**src/rtl/sr_flag_arbiter.sv**
```systemverilog
// sr_flag_arbiter: bank of SR flag bits shared by NREQ requesters through a
// round-robin arbiter. One command (hold / clear / set) is granted per cycle.
//
// Ports
//   clk, rstn      clock, synchronous active-low reset
//   clear_all_i    bulk clear of every flag; blocks grants that cycle
//   req_valid_i    per-requester command valid
//   req_op_i       per-requester {s,r}, requester i at [2i+1:2i]
//   req_idx_i      per-requester flag index, requester i at [IDXW*i +: IDXW]
//   req_ready_o    one-hot combinational grant
//   flags_o        registered flag bank
//   ack_valid_o    one-cycle pulse after each transfer
//   ack_id_o       requester of the acked command
//   ack_prev_o     flag value before the acked command (0 if out of range)
//   err_o          sticky illegal-op / out-of-range indicator
module sr_flag_arbiter #(
  parameter int unsigned NREQ   = 4,
  parameter int unsigned NFLAGS = 8,
  localparam int unsigned IDXW  = $clog2(NFLAGS),
  localparam int unsigned IdW   = (NREQ > 1) ? $clog2(NREQ) : 1
) (
  input  logic                 clk,
  input  logic                 rstn,
  input  logic                 clear_all_i,
  input  logic [NREQ-1:0]      req_valid_i,
  input  logic [2*NREQ-1:0]    req_op_i,
  input  logic [IDXW*NREQ-1:0] req_idx_i,
  output logic [NREQ-1:0]      req_ready_o,
  output logic [NFLAGS-1:0]    flags_o,
  output logic                 ack_valid_o,
  output logic [IdW-1:0]       ack_id_o,
  output logic                 ack_prev_o,
  output logic                 err_o
);

  logic [NFLAGS-1:0] flags_q, flags_d;
  logic [IdW-1:0]    ptr_q, ptr_d;
  logic              ack_valid_q, ack_valid_d;
  logic [IdW-1:0]    ack_id_q, ack_id_d;
  logic              ack_prev_q, ack_prev_d;
  logic              err_q, err_d;

  logic [NREQ-1:0]   gnt;
  logic [IdW-1:0]    gnt_id;
  logic              found;
  logic [1:0]        sel_op;
  logic [IDXW-1:0]   sel_idx;
  logic              in_range;
  logic              xfer;
  int unsigned       cand;

  // Round-robin search starting at ptr_q; first valid requester wins.
  always_comb begin
    gnt     = '0;
    gnt_id  = '0;
    found   = 1'b0;
    sel_op  = '0;
    sel_idx = '0;
    cand    = 0;
    for (int unsigned k = 0; k < NREQ; k++) begin
      cand = (int'(ptr_q) + k) % NREQ;
      if (!found && req_valid_i[cand]) begin
        found       = 1'b1;
        gnt[cand]   = 1'b1;
        gnt_id      = IdW'(cand);
        sel_op      = req_op_i[2*cand +: 2];
        sel_idx     = req_idx_i[IDXW*cand +: IDXW];
      end
    end
    // Reset and bulk clear both suppress the grant entirely.
    if (!rstn || clear_all_i) begin
      gnt   = '0;
      found = 1'b0;
    end
  end

  assign xfer     = found;
  assign in_range = int'(sel_idx) < NFLAGS;

  always_comb begin
    flags_d     = flags_q;
    ptr_d       = ptr_q;
    ack_valid_d = 1'b0;
    ack_id_d    = ack_id_q;
    ack_prev_d  = ack_prev_q;
    err_d       = err_q;
    if (clear_all_i) begin
      flags_d = '0;
    end else if (xfer) begin
      ptr_d       = IdW'((int'(gnt_id) + 1) % NREQ);
      ack_valid_d = 1'b1;
      ack_id_d    = gnt_id;
      ack_prev_d  = in_range ? flags_q[sel_idx] : 1'b0;
      if (in_range) begin
        unique case (sel_op)
          2'b10:   flags_d[sel_idx] = 1'b1;
          2'b01:   flags_d[sel_idx] = 1'b0;
          default: flags_d[sel_idx] = flags_q[sel_idx];
        endcase
      end
      if (!in_range || sel_op == 2'b11) err_d = 1'b1;
    end
  end

  always_ff @(posedge clk) begin
    if (!rstn) begin
      flags_q     <= '0;
      ptr_q       <= '0;
      ack_valid_q <= 1'b0;
      ack_id_q    <= '0;
      ack_prev_q  <= 1'b0;
      err_q       <= 1'b0;
    end else begin
      flags_q     <= flags_d;
      ptr_q       <= ptr_d;
      ack_valid_q <= ack_valid_d;
      ack_id_q    <= ack_id_d;
      ack_prev_q  <= ack_prev_d;
      err_q       <= err_d;
    end
  end

  assign req_ready_o = gnt;
  assign flags_o     = flags_q;
  assign ack_valid_o = ack_valid_q;
  assign ack_id_o    = ack_id_q;
  assign ack_prev_o  = ack_prev_q;
  assign err_o       = err_q;

endmodule

```
**config.mk**
```make
export PLATFORM = sky130hd
export DESIGN_NAME = sr_flag_arbiter
export DESIGN_NICKNAME = d
export VERILOG_FILES = /design/src/rtl/sr_flag_arbiter.sv
export SDC_FILE = /design/constraint.sdc
export NUM_CORES = 1
export LEC_CHECK = 0
export CAP_MARGIN = 20
export CELL_PAD_IN_SITES_DETAIL_PLACEMENT = 0
export CELL_PAD_IN_SITES_GLOBAL_PLACEMENT = 2
export CORE_MARGIN = 5
export CORE_UTILIZATION = 28
export DETAILED_ROUTE_END_ITERATION = 10
export HOLD_SLACK_MARGIN = 0.08
export PLACE_DENSITY = 0.8
export SYNTH_ARGS = -nofsm -noshare
export SYNTH_HDL_FRONTEND = slang
export SYNTH_SLANG_ARGS = --single-unit
```
**constraint.sdc**
```tcl
create_clock -name clk -period 4.6 [get_ports clk]
set_input_delay 0.46 -clock clk [delete_from_list [all_inputs] [get_ports clk]]
set_output_delay 0.46 -clock clk [all_outputs]
set_load 0.02 [all_outputs]
```
# Yosys cells after proc, flatten, opt, wreduce, memory -nomap -nowiden
# Index checks and enable logic that the tools add are counted.
dict set report op_classes {
  mul 4
  reduce_logical 16
  n_mux 45
  n_addsub 4
  n_bitwise 8
  magnitude_cmp 10
  n_eq_ne 3
  n_shift 8
}
# op count
set op_table {}
lappend op_table {{$shiftx 12x5->3} 4}
lappend op_table {{$shiftx 8x4->2} 4}
lappend op_table {{$mux 4} 5}
lappend op_table {{$mul 2x2->4 const A} 4}
lappend op_table {{$mux 1} 16}
lappend op_table {{$mux 2} 8}
lappend op_table {{$pmux 8 s2} 1}
lappend op_table {{$lt 2x3->1 const B} 4}
lappend op_table {{$mux 3} 4}
lappend op_table {{$or 4x4->4} 3}
lappend op_table {{$and 8x8->8} 1}
lappend op_table {{$bmux 1 s2} 4}
lappend op_table {{$bwmux 8} 1}
lappend op_table {{$demux 1 s2} 4}
lappend op_table {{$ge 2x1->1 const B} 4}
lappend op_table {{$logic_and 1x1->1} 8}
lappend op_table {{$not 8->8} 1}
lappend op_table {{$or 8x8->8} 1}
lappend op_table {{$add 2x1->2 const B} 2}
lappend op_table {{$add 2x2->2 const B} 2}
lappend op_table {{$eq 2x2->1 const B} 2}
lappend op_table {{$logic_not 1->1} 4}
lappend op_table {{$lt 3x4->1 const B} 1}
lappend op_table {{$bmux 1 s3} 1}
lappend op_table {{other kinds (8)} 9}
dict set report word_totals {
  out_inout_bits 17
  word_cells 104
  in_bits 27
  register_bits 15
}

# Longest topological paths before layout
dict set report depth {
  depth_word 19
  ltp_mapped 18
  ltp_nobuf 15
}

# Worst setup path before layout
# No wires, ideal clock.
dict set report synth_timing {
  kind {reg-to-reg}
  start {reg ptr_q[1]}
  end {reg with a tool-made name}
  synth_period_minus_slack_ps 4364
  setup_time_ps 86
  path_buffers 4
  stages_incl_launch_ff 18
  setup_slack_ps 236
  arrival_time_ps 4279
  required_time_ps 4514
  path_cell_list {dfxtp_1 > clkbuf_1 > clkbuf_1 > inv_1 > ha_1 > buf_4 > clkbuf_1 > mux4_2 > a22oi_1 > nor2_1 > or3_1 > ha_1 > nand2b_1 > or2_2 > nor2_1 > nor2_1 > o21ai_0 > a211oi_1}
}
# element line
set synth_rtl {}
lappend synth_rtl {{from (decl)} 37} ;# logic [IdW-1:0] ptr_q, ptr_d;
lappend synth_rtl {{from (signal assigned)} 115} ;# ptr_q <= ptr_d;

==> impl_results.md <==
* Total GRT Usage at 0.124
* Max-slew headroom at 0.456
* Syn Nets at 262
* Root buf cell: clkbuf_8
* Minimum clock period at 3.76 ns
* XOR/XNOR share of the synthesized area at 0.00423
* Post-DP HPWL at ~4.3 mm
* Drt first pass iters at 4
* Yosys Warn Count at 0
* Initial antenna violation count at 0
* Ys flop type: dfxtp_1
* Distinct cells, synth at 59
* Core area at approximately 0.007 sq mm
* Top-area cell type share of the netlist area at 0.207
* Worst Path Required at 4.76 ns
* Vias in the first global route at 1785
* Iter 0 DRT Violations at 77
* Share of cells above drive strength 1 at 0.163
* Non-Filler Instances at approximately 360
* Layout Nets at around 300
* Gpl congestion at 0.798
* Antenna viol nets, final at 0
* Hold Path Cell Cnt at 2
* Post-Route Setup TNS at 0 ns
* Crit path DAT at ~3.9 ns
* Syn-to-layout area delta at 25.8%
* Global-route wire length before repair at 9.07 mm
* Mapped Area at around 0.0021 sq mm
* Ant. Diodes at 0
* TritonCTS clock tree: yes
* Final Hold Fails at 0
* Most common cell in the synthesized netlist: nand2_1
* CTS Hold Bufs at 0
* Yosys top cell by area: mux4_2
* Worst-Margin Slew at between 0.8 and 0.9 ns
* Gr ovfl total at 0
* Main combinational cell family by area after synthesis: multiplexers
* Final Cycle Share at 0.816
* Via density at 5.34
* Power Total at around 900 uW
* Skew-Pair Late Insertion Delay at around 0.25 ns
* Final core occ at 0.361
* Startpoint Class: register
* Pwr Density at about 340 mW/mm^2
* Die H at 96.0 um
* Synth Area in Compound Gates at 0.248
* Skew final at 0.00119 ns
* Cts repair resizes at 0
* Mux cell area share after synthesis at 0.289
* Max-cap viol count at 0
* Post-Synth Simple-Gate Area at 0.190
* Leakage power total at 0.000881 uW
* Routed WL per cell at ~15 um
* Placed Cells at 352
* Rows at 31
* WL final at 5.46 mm
* Synth Area in Adders at 0.0665
* DRC viols at 0
* CP Class: reg -> reg
* Leading post-synthesis cells by cell area: mux4_2 21%, dfxtp_1 15%, ha_1 6.7%
* Post-synth EDFFs at 0
* Unrepaired setup endpoints after global routing: false
* Pin count of the biggest net entering global routing at 39
* Postcts setup bufs at 0
* Commonest cells in the netlist: 20 x nand2_1, 19 x mux4_2, 18 x nor2_1
* Status: finished, final reports clean
* Crit-path max FO at 11
* Sequential share of the synthesized area at 0.145
* Number of buffers created by CTS at 3
* Clock transition at path regs at approximately 0.060 ns
* Final setup viols at 0
* Average size of a mapped cell at between 9 and 10 sq um
* Input/output buffers at 43
* Die span in x at ~96 um
* Sink Count at 15
* IO Pins at 44
* H-tree levels at 1
* Starting Density at 0.287
* Ys async rst share at 0
* R2R depth at 14
* CP Capture Type: register
* Peak Freq at 0.266 GHz
* Peak VDD IR at about 0.000086 V
* Mapped Cells at 224
* Hold Crit Class: reg -> reg
* DR vias at 1902
* Slew Limit Fails at 0
* Flop and latch count out of synthesis at 15
* Clk buf depth at 2
* Die ar. at 0.00921 sq mm
-- per-stage QoR --
stage	setup slack (ns)	hold slack [ns]	area, sq um
CTS	0.790	0.519	2600
detailed placement	0.567	0.503	2560
finish	0.845	0.504	2600
floorplan	0.236	0.577	2070
global placement	0.650	0.494	2560
global route	0.323	0.549	2600
-- kinds of logic after synthesis --
| kind of cell | count (synthesis) |
|---|---|
| buf+inv | 23 |
| simple gates | 73 |
| fa+ha+maj | 11 |
| xor+xnor | 1 |
| mux | 32 |
| flops | 15 |
| compound gates | 69 |
-- critical path: stages (launching register included) --
cell and delay, ns:
dfxtp_2 0.33, inv_1 0.11, ha_1 0.47, or3b_1 0.43, a2111o_1 0.47, nand2_1 0.26, and2_1 0.17, or3_1 0.16
ha_1 0.28, nand2b_1 0.13, or2_2 0.12, nor2_1 0.04, nor2_1 0.31, o21ai_0 0.15, nor3_1 0.21
-- layout by cell type (no fill, tap or decap), types with 5 or more instances in the layout --
master,Yosys,final
ha_1,11,11
mux4_2,19,19
clkdlybuf4s50_1,0,43
nand2_1,20,20
a21oi_1,10,10
mux2i_1,7,7
inv_1,5,5
a211oi_1,6,6
dfxtp_1,15,14
o21ai_0,16,16
nor2_1,18,18
-- report_power, final --
group          leakage, uW  internal (uW)  switching, uW
logic             0.000736            291            345
registers         0.000122            141           6.79
clock network    0.0000228           61.3           44.6
-- layout make-up --
type	count	area (sq um)
inverter	5	18.8
timing repair buffer	47	460
multi-input combinational	186	1650
clock buffer	4	45.0
fill	754	4610
tap	99	124
sequential	15	302
-- final timing paths --
kind	startpoint	to	slack [ns]
worst max-delay path	ptr_q[0]	register	0.84
worst min-delay path	err_o	err_o	0.50
worst max register to register	ptr_q[0]	register	0.84
worst min register to register	err_o	err_o	0.50
-- layer usage --
layer / vias up / wire length [um] / global-route usage
li1: 939 / - / -
met1: 921 / 2540 / 0.177
met2: 36 / 2660 / 0.200
met3: 6 / 189 / 0.0125
met4: 0 / 72 / 0.0355
met5: - / 0 / 0
Note: power is estimated with default switching activity, not from simulation.
